**src/rtl/multicycle_core.sv**
```systemverilog
// Multicycle RV32I-subset core sharing one memory port between instruction fetch and data.
// Optional macro TRIGGER_GATE_EN: IDLE waits for TRIGGER=1 before the first fetch.
module multicycle_core #(
    parameter int          DATA_WIDTH     = 32,
    parameter int unsigned RESET_PC       = 0,
    parameter int          MEM_ADDR_WIDTH = 32
) (
    input  logic                      clk,
    input  logic                      rst,
    input  logic                      TRIGGER,
    output logic                      mem_req,
    output logic                      mem_we,
    output logic [MEM_ADDR_WIDTH-1:0] mem_addr,
    output logic [DATA_WIDTH-1:0]     mem_wdata,
    input  logic [DATA_WIDTH-1:0]     mem_rdata,
    input  logic                      mem_ready,
    output logic [DATA_WIDTH-1:0]     a0,
    output logic                      halted
);
    localparam logic [6:0] OP_REG    = 7'h33;
    localparam logic [6:0] OP_IMM    = 7'h13;
    localparam logic [6:0] OP_LOAD   = 7'h03;
    localparam logic [6:0] OP_STORE  = 7'h23;
    localparam logic [6:0] OP_BRANCH = 7'h63;
    localparam logic [6:0] OP_JAL    = 7'h6F;
    localparam logic [6:0] OP_JALR   = 7'h67;
    localparam logic [6:0] OP_LUI    = 7'h37;

    typedef enum logic [3:0] {
        IDLE, FETCH, DECODE, EXECUTE, MEMADDR, MEMREAD, MEMWRITE, MEMWB, ALUWB, HALT
    } state_t;

    state_t                state, state_nxt;
    logic [DATA_WIDTH-1:0] pc, old_pc, rs1v, rs2v, imm, alu_out, mdr;
    logic [DATA_WIDTH-1:0] imm_dec, alu_b, alu_res, rf_wd, addr_src, jalr_sum;
    logic [DATA_WIDTH-1:0] regs [0:31];
    logic [31:0]           ir;
    logic                  rf_we, taken;
    logic [6:0]            opcode;
    logic [4:0]            rd, rs1, rs2, shamt;
    logic [2:0]            f3;
    logic                  alt;

    assign opcode = ir[6:0];
    assign rd     = ir[11:7];
    assign f3     = ir[14:12];
    assign rs1    = ir[19:15];
    assign rs2    = ir[24:20];
    assign alt    = ir[30];

    assign a0        = regs[10];
    assign halted    = (state == HALT);
    assign mem_wdata = rs2v;
    assign addr_src  = (state == FETCH) ? pc : alu_out;
    assign mem_addr  = addr_src[MEM_ADDR_WIDTH-1:0] & ~MEM_ADDR_WIDTH'(3);
    assign taken     = (f3 == 3'd0) ? (rs1v == rs2v) : (rs1v != rs2v);
    assign jalr_sum  = rs1v + imm;

`ifndef TRIGGER_GATE_EN
    logic unused_trigger;
    assign unused_trigger = TRIGGER;
`endif

    always_comb begin
        case (opcode)
            OP_STORE:  imm_dec = DATA_WIDTH'($signed({ir[31:25], ir[11:7]}));
            OP_BRANCH: imm_dec = DATA_WIDTH'($signed({ir[31], ir[7], ir[30:25], ir[11:8], 1'b0}));
            OP_JAL:    imm_dec = DATA_WIDTH'($signed({ir[31], ir[19:12], ir[20], ir[30:21], 1'b0}));
            OP_LUI:    imm_dec = DATA_WIDTH'($signed({ir[31:12], 12'h000}));
            default:   imm_dec = DATA_WIDTH'($signed(ir[31:20]));
        endcase
    end

    // R-type uses rs2; I-type uses the immediate, whose bit 10 selects srai like funct7 does
    always_comb begin
        alu_b = (opcode == OP_REG) ? rs2v : imm;
        shamt = alu_b[4:0];
        case (f3)
            3'd0:    alu_res = (opcode == OP_REG && alt) ? rs1v - alu_b : rs1v + alu_b;
            3'd1:    alu_res = rs1v << shamt;
            3'd2:    alu_res = DATA_WIDTH'($signed(rs1v) < $signed(alu_b));
            3'd3:    alu_res = DATA_WIDTH'(rs1v < alu_b);
            3'd4:    alu_res = rs1v ^ alu_b;
            3'd5:    alu_res = alt ? DATA_WIDTH'($signed(rs1v) >>> shamt) : rs1v >> shamt;
            3'd6:    alu_res = rs1v | alu_b;
            default: alu_res = rs1v & alu_b;
        endcase
    end

    always_ff @(posedge clk or negedge rst) begin
        if (!rst) state <= IDLE;
        else      state <= state_nxt;
    end

    always_comb begin
        state_nxt = state;
        mem_req   = 1'b0;
        mem_we    = 1'b0;
        case (state)
`ifdef TRIGGER_GATE_EN
            IDLE:     state_nxt = TRIGGER ? FETCH : IDLE;
`else
            IDLE:     state_nxt = FETCH;
`endif
            FETCH: begin
                mem_req = 1'b1;
                if (mem_ready) state_nxt = DECODE;
            end
            DECODE: begin
                case (opcode)
                    OP_REG, OP_IMM, OP_JAL, OP_JALR, OP_LUI: state_nxt = EXECUTE;
                    OP_LOAD, OP_STORE: state_nxt = (f3 == 3'd2) ? MEMADDR : HALT;
                    OP_BRANCH: state_nxt = (f3 == 3'd0 || f3 == 3'd1) ? EXECUTE : HALT;
                    default:   state_nxt = HALT;
                endcase
            end
            EXECUTE:  state_nxt = (opcode == OP_REG || opcode == OP_IMM) ? ALUWB : FETCH;
            MEMADDR:  state_nxt = (opcode == OP_LOAD) ? MEMREAD : MEMWRITE;
            MEMREAD: begin
                mem_req = 1'b1;
                if (mem_ready) state_nxt = MEMWB;
            end
            MEMWRITE: begin
                mem_req = 1'b1;
                mem_we  = 1'b1;
                if (mem_ready) state_nxt = FETCH;
            end
            MEMWB, ALUWB: state_nxt = FETCH;
            HALT:     state_nxt = HALT;
            default:  state_nxt = IDLE;
        endcase
    end

    // Single register-file write port: jal/jalr/lui in EXECUTE, loads in MEMWB, ALU ops in ALUWB
    always_comb begin
        rf_we = 1'b0;
        rf_wd = alu_out;
        case (state)
            EXECUTE: begin
                rf_we = (opcode == OP_JAL) || (opcode == OP_JALR) || (opcode == OP_LUI);
                rf_wd = (opcode == OP_LUI) ? imm : old_pc + DATA_WIDTH'(4);
            end
            MEMWB: begin
                rf_we = 1'b1;
                rf_wd = mdr;
            end
            ALUWB:   rf_we = 1'b1;
            default: ;
        endcase
    end

    always_ff @(posedge clk or negedge rst) begin
        if (!rst) begin
            for (int i = 0; i < 32; i++) regs[i] <= '0;
        end else if (rf_we && rd != 5'd0) begin
            regs[rd] <= rf_wd;
        end
    end

    always_ff @(posedge clk or negedge rst) begin
        if (!rst) begin
            pc      <= DATA_WIDTH'(RESET_PC);
            old_pc  <= '0;
            ir      <= '0;
            rs1v    <= '0;
            rs2v    <= '0;
            imm     <= '0;
            alu_out <= '0;
            mdr     <= '0;
        end else begin
            case (state)
                FETCH: if (mem_ready) begin
                    ir     <= mem_rdata[31:0];
                    old_pc <= pc;
                    pc     <= pc + DATA_WIDTH'(4);
                end
                DECODE: begin
                    rs1v <= regs[rs1];
                    rs2v <= regs[rs2];
                    imm  <= imm_dec;
                end
                EXECUTE: begin
                    case (opcode)
                        OP_REG, OP_IMM: alu_out <= alu_res;
                        OP_BRANCH:      if (taken) pc <= old_pc + imm;
                        OP_JAL:         pc <= old_pc + imm;
                        OP_JALR:        pc <= {jalr_sum[DATA_WIDTH-1:1], 1'b0};
                        default: ;
                    endcase
                end
                MEMADDR: alu_out <= rs1v + imm;
                MEMREAD: if (mem_ready) mdr <= mem_rdata;
                default: ;
            endcase
        end
    end
endmodule

```
**config.mk**
```make
export PLATFORM = sky130hd
export DESIGN_NAME = multicycle_core
export DESIGN_NICKNAME = d
export VERILOG_FILES = /design/src/rtl/multicycle_core.sv
export SDC_FILE = /design/constraint.sdc
export NUM_CORES = 2
export LEC_CHECK = 0
export BUFFER_PORTS_ARGS = -buffer_cell sky130_fd_sc_hd__buf_2
export CORE_AREA = 10 10 454 456
export DETAILED_ROUTE_END_ITERATION = 6
export DIE_AREA = 0 0 464 466
export PLACE_DENSITY_LB_ADDON = 0.08
export SLEW_MARGIN = 10
export SYNTH_ARGS = -nofsm -noshare
export SYNTH_HDL_FRONTEND = slang
export SYNTH_SLANG_ARGS = --single-unit
```
**constraint.sdc**
```tcl
create_clock -name clk -period 9.3 [get_ports clk]
set_input_delay 0.465 -clock clk [delete_from_list [all_inputs] [get_ports clk]]
set_output_delay 0.465 -clock clk [all_outputs]
set_load 0.02 [all_outputs]
```
==> results.txt <==
critical path's top delay family -> simple AND/OR/NAND/NOR gates
syn avg cell area -> 9.92 um2
routability cong. -> 1.02
switching power total -> 11,200 uW
CP endpoint kind -> flip-flop
Final Core Density -> 44.1%
critical-path maximum fanout -> 34
Final HPWL DP -> 217,000 um
post-synthesis sequential area ratio -> 41.0%
drt first pass iters -> 7
Initial Utilization -> 39.9%
Yosys top cell area share -> 41.0%
CP peak stage delay -> 0.60 ns
final hold violations -> 0
pwr/cell area -> 286 nW/um2
post-route minimum period -> 6.11 ns
final setup fails -> 0
worst hold path class -> input port to flip-flop
largest net degree at the start of global routing -> 151
DR vias -> 64,400
Fmax achieved -> 0.164 GHz
post_cts resized -> 0
Final TNS setup -> 0 ns
floorplan row count -> 163
relative slew slack -> 6.19%
status -> finished with violations
Area Growth Syn to Fin -> 10.6%
TritonCTS clock tree -> built
Top cell by count, worst path -> nand2_1
CORE AREA -> 197,000 um2
Clk Latency, worst-skew pair -> 0.82 ns
slowest stage cell, crit path -> and4bb_1
Die H -> 466 um
WL per Instance -> 32.1 um
GRT Util Overall -> 30.1%
EDFF count, synth -> 0
vias in the first global route -> 62,600
fin. max-slew vios -> 0
P_int -> 13,600 uW
CP arrival -> 6.77 ns
Root Buffer -> clkbuf_16
GR Overflow Total -> 0
VDD IR max -> 0.180 mV
ANT nets after route -> 0
failing checks -> design-rule violations
max cap viols -> 0
Nets -> 7,839
vias per cell -> 6.19
yosys warns -> 0
postcts setup bufs -> 0
initial antenna violation count -> 12
worst setup path category -> flip-flop to flip-flop
Clock Tree Buf Depth -> 3
DRC Markers -> 1
Cells after Synth -> 7,912
flops & latches, synth -> 1,284
die width -> 464 um
Total Power -> 24,800 uW
crit share post-route -> 65.7%
Setup Skew -> 0.0777 ns
Flop pwr share -> 30.7%
synth unique cells -> 101
Mapped Area -> 78,500 um2
Worst-path clk slew -> 0.06 ns
Tightest Pin Transition -> 1.39 ns
total CTS buffers -> 152
CTS sink count -> 1,284
combinational power share -> 44.1%
Clock power frac -> 25.2%
Sw Ratio -> 45.3%
startpoint types -> flip-flop
DRT iter0 DRCs -> 6,961
Data required, critical path -> 9.95 ns
I/O pin total -> 135
Detailed Route WL -> 334,000 um
async set or reset register ratio after synthesis -> 100%
P_leak -> 0.0364 uW
Die Footprint -> 216,000 um2
global-route wire length before repair -> 476,000 um
area leader, netlist -> dfrtp_1
most used flip-flop cell after synthesis -> dfrtp_1
worst path buffer plus inverter count -> 2
H-tree Lvls -> 4
main area contributors after synthesis -> dfrtp_1 41%, mux4_2 19%, o21ai_0 8.1%, nand2_1 7.9%, clkbuf_1 2.9%
share of post-route cells with drive strength above 1 -> 18.2%
RSZ-0062 raised after global routing -> no
I/O Buffers -> 131
CP Cell Sequence -> and4bb_1 -> buf_4 -> nand2_2 -> nand2_1 -> nand2_1 -> inv_1 -> ha_1 -> or2_2 -> or4_1 -> o31ai_1 -> a21oi_2 -> a41o_1 -> nor4_1 -> mux2_2 -> nor3_1 -> o21ai_1
[tightest hold or removal path, delay by kind of cell]
family | cells | cell delay [ns]
buf+inv | 1 | 0.16
simple gates | 2 | 0.21
[registers in the layout, indices dropped and copies added, names as in the netlist]
| register | cells |
|---|---|
| a0 | 32 |
| alu_out | 32 |
| imm | 32 |
| ir | 32 |
| mdr | 32 |
| mem_wdata | 32 |
| old_pc | 32 |
| pc | 32 |
| regs | 992 |
| rs1v | 32 |
| state | 4 |
[cell type report]
cell class | count | area, um2
repair buffers | 349 | 2510
well taps | 2640 | 3300
inverters | 125 | 469
clock inverters | 46 | 723
multi-input cells | 5733 | 43200
fillers | 19200 | 110000
clock buffers | 225 | 4390
flip-flops and latches | 1284 | 32200
diodes | 4 | 10.0
[through the flow]
stage / hold WS (ns) / cell area, um2 / setup WS, ns / cells
finish: 0.0584 / 86800 / 3.19 / 10400
global route: 0.0318 / 86800 / 2.97 / 10400
CTS: 0.00497 / 86800 / 3.28 / 10400
detailed placement: 0.383 / 81300 / 3.34 / 10100
global placement: 0.376 / 81300 / 3.36 / 10100
floorplan: 0.169 / 78500 / 4.75 / 7913
[routing by layer]
layer,track usage (%),up-vias,wire (um)
met2,46.3,2702,149000
met1,40.9,32800,142000
li1,-,28200,-
met5,0,-,34
met4,15.3,4,20200
met3,5.22,718,22500
[cell families after synthesis]
| group | share of synthesized area [%] |
|---|---|
| simple gates | 12.8 |
| fa+ha+maj | 2.55 |
| xor+xnor | 1.65 |
| compound gates | 16.2 |
| flops | 41.0 |
| other cells | 0.00478 |
| mux | 21.2 |
| buf+inv | 4.68 |
[timing repair]
action                                  in CTS  in global routing
hold buffers                                32                  0
endpoints found under the setup margin       0                  0
endpoints found under the hold margin      164                  0
[power by group through the flow]
stage	Sequential, uW	Combinational (uW)	Clock (uW)
after floorplan	6780	7260	0
after global placement	7650	10800	0
after detailed placement	7670	10800	0
after CTS	7580	10800	6350
after global routing	7660	11600	6590
final	7600	10900	6250
[cells in the mapped netlist, drive strengths merged (28+ instances only)]
cell,n
nand2b,59
xor2,81
a21o,38
nor4,32
a311oi,28
mux2,72
a31oi,47
buf,166
nand3,114
inv,125
nand2,1662
ha,155
nor3,96
nor2,277
mux2i,116
clkbuf,605
o211ai,48
xnor2,67
dfrtp,1284
a211oi,106
o21ai,1306
a21oi,306
mux4,650
and3,38
[worst paths after layout]
kind,from,endpoint,slack [ns],cells after the start
setup / recovery,ir[3]$_DFFE_PN0P_,alu_out[31]$_DFFE_PN0P_,3.19,16
hold / removal,mem_rdata[5],ir[5]$_DFFE_PN0P_,0.06,3
setup reg to reg,ir[3]$_DFFE_PN0P_,alu_out[31]$_DFFE_PN0P_,3.19,16
hold reg to reg,regs[1005]$_DFFE_PN0P_,regs[1005]$_DFFE_PN0P_,0.39,0
max in group asynchronous,rst,regs[292]$_DFFE_PN0P_,6.70,4
min in group asynchronous,rst,imm[28]$_DFFE_PN0P_,0.22,2
[placed cells by master, fill, tap and decap left out, types with 40 or more instances in the layout]
cell / instances
clkbuf_1: 46
buf_2: 130
inv_1: 120
o21ai_1: 40
o211ai_1: 48
nand3_1: 114
o21ai_0: 1257
nor3_1: 89
nor2_1: 270
nand2_1: 1625
mux2_2: 72
mux4_2: 650
clkbuf_16: 156
a31oi_1: 44
ha_1: 155
a211oi_1: 104
dfrtp_1: 1272
xnor2_1: 67
buf_4: 176
a21oi_1: 278
nand2b_1: 59
xor2_1: 81
mux2i_1: 115
(Power assumes the default switching activity.)
